[src/rtl/dfm_pkg.sv]
// Shared types, constants and the nibble-to-ASCII helper for the
// measurement-report path.
package dfm_pkg;

  typedef enum logic [1:0] {
    IDLE      = 2'd0,
    LOAD      = 2'd1,
    WAIT_ACK  = 2'd2,
    WAIT_DONE = 2'd3
  } fmt_state_t;

  localparam logic [7:0] ASCII_CR = 8'h0D;
  localparam logic [7:0] ASCII_LF = 8'h0A;

  // Uppercase hex character for one nibble: '0'-'9' then 'A'-'F'.
  function automatic logic [7:0] hex_ascii(input logic [3:0] nib);
    logic [7:0] c;
    if (nib < 4'd10) begin
      c = 8'h30 + {4'h0, nib};
    end else begin
      c = 8'h37 + {4'h0, nib};
    end
    return c;
  endfunction

endpackage

[src/rtl/sync_2ff.sv]
// Generic single-bit two-flop synchroniser, resets to 0.
module sync_2ff (
  input  logic clk,
  input  logic rst_n,
  input  logic d_i,
  output logic q_o
);

  logic ff1_q;
  logic ff2_q;

  // Two back-to-back flops to resolve metastability on the incoming level.
  always_ff @(posedge clk or negedge rst_n) begin
    if (!rst_n) begin
      ff1_q <= 1'b0;
      ff2_q <= 1'b0;
    end else begin
      ff1_q <= d_i;
      ff2_q <= ff1_q;
    end
  end

  assign q_o = ff2_q;

endmodule

[src/rtl/tx_report_formatter.sv]
// Turns each measurement word into "HEX...\r\n" and hands it byte by byte
// to the UART transmitter over its start/busy handshake. One extra result
// can wait in a pending buffer while a line is in flight.
// DATA_W must be a multiple of 4 and at least 4.
module tx_report_formatter
  import dfm_pkg::*;
#(
  parameter int DATA_W = 32
) (
  input  logic              clk,
  input  logic              rst_n,
  input  logic              meas_valid,
  input  logic [DATA_W-1:0] meas_value,
  input  logic              tx_busy,
  output logic              tx_start,
  output logic [7:0]        tx_data,
  output logic              line_active,
  output logic              overrun
);

  localparam int NIB   = DATA_W / 4;
  localparam int IDX_W = $clog2(NIB + 2);
  localparam logic [IDX_W-1:0] CR_IDX   = IDX_W'(NIB);
  localparam logic [IDX_W-1:0] LAST_IDX = IDX_W'(NIB + 1);

  fmt_state_t        state_q, state_d;
  logic [DATA_W-1:0] cur_q, cur_d;
  logic [DATA_W-1:0] pend_q, pend_d;
  logic              pend_v_q, pend_v_d;
  logic [IDX_W-1:0]  idx_q, idx_d;
  logic              tx_start_q, tx_start_d;
  logic [7:0]        tx_data_q, tx_data_d;
  logic              line_active_q;
  logic              overrun_q, overrun_d;

  logic              busy_s;
  logic [3:0]        nib_s;
  logic [7:0]        char_s;
  logic              byte_done_s;
  logic              line_done_s;

  // The transmitter's busy flag lives in its tick domain.
  sync_2ff u_busy_sync (
    .clk   (clk),
    .rst_n (rst_n),
    .d_i   (tx_busy),
    .q_o   (busy_s)
  );

  assign byte_done_s = (state_q == WAIT_DONE) && !busy_s;
  assign line_done_s = byte_done_s && (idx_q == LAST_IDX);

  // Character for the current index: hex nibble MSB-first, then CR, then LF.
  always_comb begin
    nib_s = 4'h0;
    for (int i = 0; i < NIB; i++) begin
      if (idx_q == IDX_W'(i)) begin
        nib_s = cur_q[DATA_W-1-4*i -: 4];
      end else begin
        nib_s = nib_s;
      end
    end
    if (idx_q == CR_IDX) begin
      char_s = ASCII_CR;
    end else if (idx_q == LAST_IDX) begin
      char_s = ASCII_LF;
    end else begin
      char_s = hex_ascii(nib_s);
    end
  end

  // FSM state register.
  always_ff @(posedge clk or negedge rst_n) begin
    if (!rst_n) begin
      state_q <= IDLE;
    end else begin
      state_q <= state_d;
    end
  end

  // FSM next state: a line ends in IDLE only if nothing is waiting or arriving.
  always_comb begin
    state_d = state_q;
    case (state_q)
      IDLE: begin
        if (meas_valid) state_d = LOAD;
        else            state_d = IDLE;
      end
      LOAD: state_d = WAIT_ACK;
      WAIT_ACK: begin
        if (busy_s) state_d = WAIT_DONE;
        else        state_d = WAIT_ACK;
      end
      WAIT_DONE: begin
        if (busy_s) begin
          state_d = WAIT_DONE;
        end else if ((idx_q != LAST_IDX) || pend_v_q || meas_valid) begin
          state_d = LOAD;
        end else begin
          state_d = IDLE;
        end
      end
      default: state_d = IDLE;
    endcase
  end

  // FSM outputs: request is raised from LOAD and held until busy is seen.
  always_comb begin
    tx_start_d = 1'b0;
    tx_data_d  = tx_data_q;
    case (state_q)
      LOAD: begin
        tx_start_d = 1'b1;
        tx_data_d  = char_s;
      end
      WAIT_ACK: tx_start_d = !busy_s;
      default:  tx_start_d = 1'b0;
    endcase
  end

  // Shadow value, pending buffer and character index bookkeeping.
  always_comb begin
    cur_d     = cur_q;
    pend_d    = pend_q;
    pend_v_d  = pend_v_q;
    idx_d     = idx_q;
    overrun_d = 1'b0;
    if (state_q == IDLE) begin
      if (meas_valid) begin
        cur_d = meas_value;
        idx_d = {IDX_W{1'b0}};
      end else begin
        cur_d = cur_q;
      end
    end else if (line_done_s) begin
      idx_d = {IDX_W{1'b0}};
      if (pend_v_q) begin
        // Pending line goes next; a same-cycle arrival refills the slot.
        cur_d = pend_q;
        if (meas_valid) begin
          pend_d = meas_value;
        end else begin
          pend_v_d = 1'b0;
        end
      end else if (meas_valid) begin
        cur_d = meas_value;
      end else begin
        cur_d = cur_q;
      end
    end else begin
      if (byte_done_s) idx_d = idx_q + IDX_W'(1);
      else             idx_d = idx_q;
      if (meas_valid) begin
        pend_d    = meas_value;
        pend_v_d  = 1'b1;
        overrun_d = pend_v_q;
      end else begin
        pend_v_d = pend_v_q;
      end
    end
  end

  // Datapath and registered outputs.
  always_ff @(posedge clk or negedge rst_n) begin
    if (!rst_n) begin
      cur_q         <= {DATA_W{1'b0}};
      pend_q        <= {DATA_W{1'b0}};
      pend_v_q      <= 1'b0;
      idx_q         <= {IDX_W{1'b0}};
      tx_start_q    <= 1'b0;
      tx_data_q     <= 8'h00;
      line_active_q <= 1'b0;
      overrun_q     <= 1'b0;
    end else begin
      cur_q         <= cur_d;
      pend_q        <= pend_d;
      pend_v_q      <= pend_v_d;
      idx_q         <= idx_d;
      tx_start_q    <= tx_start_d;
      tx_data_q     <= tx_data_d;
      line_active_q <= (state_d != IDLE);
      overrun_q     <= overrun_d;
    end
  end

  assign tx_start    = tx_start_q;
  assign tx_data     = tx_data_q;
  assign line_active = line_active_q;
  assign overrun     = overrun_q;

endmodule
[config.mk]
export PLATFORM = sky130hd
export DESIGN_NAME = tx_report_formatter
export DESIGN_NICKNAME = d
export VERILOG_FILES = /design/src/rtl/dfm_pkg.sv /design/src/rtl/sync_2ff.sv /design/src/rtl/tx_report_formatter.sv
export SDC_FILE = /design/constraint.sdc
export NUM_CORES = 1
export LEC_CHECK = 0
export BUFFER_PORTS_ARGS = -buffer_cell sky130_fd_sc_hd__buf_2
export CAP_MARGIN = 20
export CORE_MARGIN = 2
export CORE_UTILIZATION = 45
export DETAILED_ROUTE_END_ITERATION = 6
export PLACE_DENSITY = 0.6
export SLEW_MARGIN = 20
export SYNTH_ARGS = -nofsm -noshare
export SYNTH_HDL_FRONTEND = slang
export SYNTH_SLANG_ARGS = --single-unit
[constraint.sdc]
create_clock -name clk -period 3 [get_ports clk]
set_clock_uncertainty 0.15 [all_clocks]
set_input_delay 0.45 -clock clk [delete_from_list [all_inputs] [get_ports clk]]
set_output_delay 0.45 -clock clk [all_outputs]
set_load 0.02 [all_outputs]
==> results of run 1 <==
==> metal layers <==
layer	vias to the layer above	global-route usage, %	wire, um
li1	1472	-	-
met2	43	30.8	4070
met4	0	5.77	91
met3	6	4.37	290
met5	-	0	0
met1	1442	26.0	4090
==> state kept, by name (all words and copies together), names as in the netlist, 2 cells and up <==
register and flops:
cur_q 32, idx_q 4, pend_q 32, state_q 2, tx_data 7
==> power groups by stage <==
stage	clock network, mW	logic, mW	registers (mW)
floorplan	0	1.78	1.93
global placement	0	2.32	1.94
detailed placement	0	2.38	1.96
CTS	0.805	2.39	1.94
global route	0.853	2.67	2.00
finish	0.775	2.37	1.94
==> final cells by class <==
cell class,count,area [um2],area share (%)
flip-flops and latches,83,2080,46.4
multi-input cells,269,1730,38.8
repair buffers,55,307,6.86
clock buffers,12,135,3.02
well taps,108,135,3.02
clock inverters,4,51.3,1.15
inverters,9,33.8,0.755
==> what timing repair did <==
| item | 4_1_cts | 5_1_grt |
|---|---|---|
| resized for setup | 0 | 2 |
| buffers inserted | 0 | 0 |
| setup endpoints to repair | 0 | 1 |
==> per-stage QoR <==
| step | power [mW] | area, um2 | worst slack, ps | util (%) |
|---|---|---|---|---|
| after CTS | 5.13 | 4460 | 194 | 51.7 |
| after global placement | 4.26 | 4280 | 297 | 49.5 |
| after floorplan | 3.71 | 3960 | 379 | - |
| after detailed placement | 4.33 | 4280 | 235 | 49.5 |
| after global routing | 5.52 | 4470 | 3.19 | 51.8 |
| final | 5.08 | 4470 | 203 | 51.8 |
==> synthesized netlist by cell type, types with 8 or more instances <==
cell type and instances:
a21oi_1 42, clkbuf_1 13, nand2_1 26, nor2_1 44, nor2b_1 11, o21ai_0 9, nand2b_1 8, buf_2 12
o22ai_1 34, dfrtp_1 83, nand3_1 9, ha_1 9, inv_1 9, mux2_2 32
==> cell families (layout without fill, tap and decap cells) <==
| logic type | count (synthesis) | in the layout |
|---|---|---|
| other | 1 | 1 |
| buffers and inverters | 36 | 80 |
| DFF | 83 | 83 |
| muxes | 33 | 33 |
| adders and majority gates | 9 | 9 |
| AOI/OAI and AO/OA | 116 | 116 |
| and+or+nand+nor | 110 | 110 |
==> final timing paths <==
path	from	to	slack, ps	depth (start not counted)
worst max-delay path	idx_q[1]	tx_data[4]	200	9
max in group asynchronous	rst_n	cur_q[31]	2210	1
min in group clk	tx_busy	u_busy_sync.ff1_q	50	1
worst min register to register	u_busy_sync.ff1_q	u_busy_sync.q_o	210	0
worst min-delay path	rst_n	pend_q[22]	-20	1
worst max register to register	idx_q[1]	tx_data[4]	200	9
==> flow_metrics.tcl, run 1 <==
set metrics [dict create \
    diodes 0 \
    critPathRequiredTime_ps 3130 \
    cts_sinks 83 \
    peakVddDrop_v 0.000454 \
    track_usage_pct 19.1 \
    die_y_um 97.9 \
    root_buffer "clkbuf_8" \
    ys_top_cells_by_area "dfrtp_1 (52%), mux2_2 (9.1%), o22ai_1 (5.4%)" \
    switching_power_mw 2.02 \
    synth_top_family_by_area "compound AO/OA/AOI/OAI gates" \
    relSlewSlack_pct 50.7 \
    grt_pass1_wl_um 14700 \
    dieArea_um2 9580 \
    cts_tree "done" \
    synth_compound_area_share_pct 18.3 \
    drive_above_1_share_pct 24.5 \
    yosys.area_share.adder_pct 2.84 \
    wl_per_cell_um 15.8 \
    grt_pass1_vias 3010 \
    synth_area_per_cell_um2 10.2 \
    p_clk_share_pct 15.2 \
    wl_um 8540 \
    holdCritPathClass "in -> async" \
    initial_core_util_pct 45.9 \
    vias_per_cell 5.49 \
    worstPathMaxFanout 17 \
    hpwl_um 5930 \
    setup_violations 0 \
    antenna_found_initial 0 \
    clock_path_buffers 2 \
    max_freq_mhz 358 \
    cts_buffers 9 \
    critPathBufInv 1 \
    post-route-period-util_pct 93.2 \
    tightest_slew_ps 740 \
    end_kind "flop" \
    muxShareOfSynthArea_pct 9.34 \
    p_seq_share_pct 38.1 \
    first_pass_iters 4 \
    clock_latency_ps 350 \
    synth_top_cell_by_area "dfrtp_1" \
    place_congestion 0.827 \
    power_frac_comb_pct 46.7 \
    finalHoldViolations 17 \
    drv_cap 0 \
    ys_types 48 \
    netlist_instances 388 \
    cts-htree-levels 3 \
    hold_ws_ps -15.8 \
    crit_chain "inv_1, ha_1, o21ai_0, o311ai_0, o2bb2ai_1, ha_1, a31oi_1, o21ai_0, a32o_1" \
    drcViolationCount 0 \
    max_stage_delay_ps 520 \
    n_fill_cell 819 \
    drtIter0Drc 154 \
    synth_flop_cell "dfrtp_1" \
    final_cell_mix "dfrtp_1 (83), nor2_1 (44), buf_2 (44)" \
    period_minus_slack_ps 2800 \
    yosysWarnings 0 \
    final_common_cell "dfrtp_1" \
    fin_setup_tns_ps 0 \
    vias 2963 \
    leakage_nw 1.94 \
    yosysTopAreaCellShare_pct 52.4 \
    synth_simple_gate_area_share_pct 12.9 \
    intPower_mw 3.07 \
    rsz0062_at_grt "no" \
    syn_to_final_growth_pct 12.8 \
    core_um2 8640 \
    cellPowerDensity_nw_per_um2 1140 \
    synthesis.area_um2 3960 \
    syn-num-nets 433 \
    grt_max_degree 84 \
    placementRows 34 \
    status "finished with violations" \
    place_inst 524 \
    critical_path_arrival_ps 2930 \
    ant_nets 0 \
    ys_seq_elements 83 \
    yosysSeqAreaShare_pct 52.4 \
    slowest_stage "ha_1" \
    violations "negative hold slack" \
    die_x_um 97.9 \
    synth_edf_count 0 \
    switching_share_pct 39.7 \
    async_reset_ff_share_pct 100 \
    cp_top_family "compound AO/OA/AOI/OAI gates" \
    cts_hold_buffers 0 \
    nets 472 \
    drv_slew 0 \
    overflow 0 \
    stdcell_count 540 \
    cts.clk_slew.worst_paths_ps 80 \
    ios 47 \
    start_kind "flop" \
    synth_xor_area_share_pct 0 \
    crit_type "reg -> reg" \
    io_buffers 45 \
]
(Power assumes the default switching activity.)
==> inputs of run 2 (changes only) <==
CORE_UTILIZATION = 58   (was 45)
PLACE_DENSITY = 0.75   (was 0.6)
==> run 2 against run 1 <==
Effect of this change: the flow still finishes with violations (negative hold slack); final cell count shrank 5.0%; via count up 4.7%; non-clock buffer count is 1 higher.
==> flow_metrics.tcl, run 2 (synthesis results as in run 1) <==
set metrics [dict create \
    status "finished with violations" \
    violations "negative hold slack" \
    p_seq_share_pct 38.2 \
    drv_cap 0 \
    n_fill_cell 548 \
    p_clk_share_pct 15.3 \
    clock_latency_ps 350 \
    max_stage_delay_ps 470 \
    final_cell_mix "dfrtp_1 (83), nor2_1 (44), buf_2 (44)" \
    final_cell_area_um2 4450 \
    r2r-start "idx_q[0]" \
    ant_nets 0 \
    final_common_cell "dfrtp_1" \
    intPower_mw 3.07 \
    rsz0062_at_grt "no" \
    slowest_stage "a2111oi_0" \
    drive_above_1_share_pct 25.2 \
    finalHoldViolations 31 \
    cts_resized 0 \
    hpwl_um 5930 \
    post-route-period-util_pct 91.3 \
    area.sequential_um2 2080 \
    totalPowerFinal_mw 5.10 \
    cts_buffers 9 \
    die_y_um 86.7 \
    clock_path_buffers 2 \
    drtIter0Drc 181 \
    start_kind "flop" \
    power_frac_comb_pct 46.5 \
    relSlewSlack_pct 51.0 \
    critical_path_arrival_ps 2830 \
    peakVddDrop_v 0.000525 \
    die_x_um 86.7 \
    critPathRequiredTime_ps 3090 \
    track_usage_pct 23.6 \
    cpMostUsedCell "ha_1" \
    switching_power_mw 2.03 \
    rrSetupSlack_ps 260 \
    stdcell_count 513 \
    place_inst 497 \
    worstPathMaxFanout 17 \
    place_congestion 0.919 \
    cts-htree-levels 3 \
    holdCritPathClass "in -> async" \
    cts_sinks 83 \
    end_kind "flop" \
    drv_slew 0 \
    cts_hold_buffers 0 \
    post-cts-setup-buffers 0 \
    grt_max_degree 84 \
    tightest_slew_ps 735 \
    cts.clk_slew.worst_paths_ps 80 \
    place_area_um2 4250 \
    grt_pass1_vias 3071 \
    cellPowerDensity_nw_per_um2 1150 \
    setup_violations 0 \
    crit_type "reg -> reg" \
    period_minus_slack_ps 2740 \
    crit_chain "inv_1, ha_1, a2111oi_0, o31ai_1, o2bb2ai_1, ha_1, a31oi_1, o21ai_0, a32o_1" \
    multi_input_comb_area_um2 1730 \
    core_um2 6720 \
    antenna_found_initial 0 \
    reg2reg_to "tx_data[4]" \
    diodes 0 \
    switching_share_pct 39.9 \
    nets 473 \
    max_freq_mhz 365 \
    overflow 0 \
    dieArea_um2 7510 \
    drcViolationCount 0 \
    ios 47 \
    fin_setup_tns_ps 0 \
    first_pass_iters 5 \
    leakage_nw 1.96 \
    vias_per_cell 6.04 \
    hold_ws_ps -37.4 \
    grt_pass1_wl_um 14000 \
    syn_to_final_growth_pct 12.2 \
    wl_per_cell_um 16.2 \
    rr_worst_depth 9 \
    initial_core_util_pct 59.0 \
    io_buffers 45 \
    root_buffer "clkbuf_8" \
    wl_um 8290 \
    vias 3101 \
    placementRows 30 \
    cts_tree "done" \
]
run 2: changes by cell type in the layout (fill, tap and decap cells not counted), sizes merged:
cell	delta
buf	+1
clkbuf	-3
clkinv	+2
clkinvlp	+1
run 2: power groups by stage:
stage	Clock, mW	Combinational [mW]	Sequential (mW)
3_5_place_dp	0	2.36	1.96
3_3_place_gp	0	2.30	1.94
6_report	0.780	2.37	1.95
4_1_cts	0.792	2.37	1.95
2_1_floorplan	0	1.78	1.93
5_1_grt	0.847	2.65	2.00
run 2: how the worst max path moves through the flow:
stage	from	endpoint	slack (ps)	cells after the start
2_1_floorplan	idx_q[0]	tx_data[4]	380	11
3_3_place_gp	idx_q[1]	tx_data[1]	380	9
3_5_place_dp	idx_q[0]	tx_data[4]	330	9
4_1_cts	idx_q[0]	tx_data[4]	300	9
5_1_grt	idx_q[0]	tx_data[4]	40	9
6_report	idx_q[0]	tx_data[4]	260	9
run 2: through the flow:
stage / setup slack [ps] / util (%) / hold WS, ps
after floorplan: 379 / - / 4.41
after global placement: 378 / 63.3 / 182
after detailed placement: 330 / 63.3 / 212
after CTS: 295 / 66.1 / 45.1
after global routing: 36.8 / 66.2 / 40.7
final: 260 / 66.2 / -37.4
run 2: area by class of cell:
type	instances	share of cell area (%)
clock inverter	7	1.55
timing repair buffer	56	7.06
multi-input combinational	269	38.9
clock buffer	9	2.79
inverter	9	0.760
sequential	83	46.7
tap	80	2.25
run 2: layer usage:
metal / global-route usage [%] / wire, um / part of all wire [%]
met3: 4.19 / 275 / 3.3
met2: 38.7 / 3980 / 48
met4: 8.81 / 183 / 2.2
met1: 31.6 / 3850 / 46
met5: 0 / 0 / 0
run 2: critical path: cells and delay by family, from the launching register on:
kind	cells	cell delay (ps)
AO/OA/AOI/OAI	6	1340
flip-flops	1	440
buffers and inverters	1	90
adder cells (fa/ha/maj)	2	610
==> inputs of run 3 (changes only) <==
RECOVER_POWER = 25   (was not set)
==> run 3 against run 2 <==
Effect of this change: the flow finishes with violations (max-capacitance violations, max-slew violations); wire length unchanged; register-to-register slack about the same; sequential share of layout area up 0.066 points; hold slack better by 88 ps; final cell count unchanged; sequential cell count unchanged; maximum frequency unchanged; via count unchanged; highest routed layer unchanged.
==> flow_metrics.tcl, run 3 (synthesis results as in run 1) <==
set metrics [dict create \
    status "finished with violations" \
    violations "max-capacitance violations, max-slew violations" \
    hold_ws_ps 50.5 \
    hpwl_um 5930 \
    finalHoldViolations 0 \
    cts_tree "done" \
    worst_slack_ps 260 \
    area.sequential_um2 2080 \
    post-cts-setup-buffers 0 \
    wl_per_cell_um 16.2 \
    leakage_nw 1.95 \
    relSlewSlack_pct -32.8 \
    cts_sinks 83 \
    holdPathStages 1 \
    drv_slew 84 \
    max_freq_mhz 365 \
    cts_hold_buffers 0 \
    cts.clk_slew.worst_paths_ps 90 \
    drv_cap 1 \
    hp-start "tx_busy" \
    period_minus_slack_ps 2740 \
    tightest_slew_ps 1990 \
    rr_worst_depth 9 \
    critical_path_arrival_ps 2830 \
    vias 3101 \
    final_cell_mix "dfrtp_1 (83), nor2_1 (44), buf_2 (44)" \
    diodes 0 \
    grt_pass1_vias 3071 \
    initial_core_util_pct 59.0 \
    rsz0062_at_grt "no" \
    clock_latency_ps 350 \
    cts-htree-levels 3 \
    grt_max_degree 84 \
    ios 47 \
    setup_violations 0 \
    place_congestion 0.919 \
    ant_nets 0 \
    dieArea_um2 7510 \
    first_pass_iters 5 \
    end_kind "flop" \
    placementRows 30 \
    clock_path_buffers 2 \
    vias_per_cell 6.04 \
    syn_to_final_growth_pct 12.0 \
    drtIter0Drc 181 \
    multi_input_comb_area_um2 1730 \
    post-route-util_pct 66.1 \
    r2r-start "idx_q[0]" \
    die_y_um 86.7 \
    track_usage_pct 23.6 \
    overflow 0 \
    start_kind "flop" \
    die_x_um 86.7 \
    crit_type "reg -> reg" \
    holdCritPathClass "in -> reg" \
    core_um2 6720 \
    startpoint "idx_q[0]" \
    worstPathMaxFanout 17 \
    drive_above_1_share_pct 25.2 \
    final_common_cell "dfrtp_1" \
    antenna_found_initial 0 \
    post-route-period-util_pct 91.3 \
    critPathRequiredTime_ps 3090 \
    fin_setup_tns_ps 0 \
    nets 473 \
    cts_resized 0 \
    cellPowerDensity_nw_per_um2 1150 \
    drcViolationCount 0 \
    cts_buffers 9 \
    totalPowerFinal_mw 5.10 \
    io_buffers 45 \
    peakVddDrop_v 0.000525 \
    root_buffer "clkbuf_8" \
    n_fill_cell 550 \
    grt_pass1_wl_um 14000 \
    dp_slack_ps 330 \
    wl_um 8290 \
]
==> run 3: layout make-up <==
cell class | instances | share of cell area (%)
inverter | 9 | 0.761
clock buffer | 9 | 2.79
tap | 80 | 2.25
clock inverter | 7 | 1.55
timing repair buffer | 56 | 6.93
multi-input combinational | 269 | 38.9
sequential | 83 | 46.8
==> run 3: worst paths after layout <==
check                                    end  slack (ps)
setup / recovery                  tx_data[4]         260
hold / removal             u_busy_sync.ff1_q          50
setup reg to reg                  tx_data[4]         260
hold reg to reg              u_busy_sync.q_o         240
max in group asynchronous           idx_q[1]        1010
min in group asynchronous         pend_q[22]         480
==> run 3: layer usage <==
layer	share of wire [%]	track usage (%)
met4	2.2	8.81
met5	0	0
met2	48	38.7
met1	46	31.6
met3	3.3	4.19
==> run 3: where the power goes <==
part	switching (mW)	internal, mW	leakage (nW)
Clock	0.398	0.381	0.0950
Sequential	0.313	1.63	0.952
Combinational	1.32	1.05	0.908
==> run 3: per-stage QoR <==
step / cell area, um2 / cells
global route: 4440 / 513
floorplan: 3960 / 388
finish: 4440 / 513
CTS: 4440 / 513
detailed placement: 4250 / 497
global placement: 4250 / 497
==> run 3: critical path: stages, from the launching register on <==
cell,delay [ps]
dfrtp_1,440
inv_1,90
ha_1,390
a2111oi_0,470
o31ai_1,140
o2bb2ai_1,190
ha_1,220
a31oi_1,130
o21ai_0,130
a32o_1,280
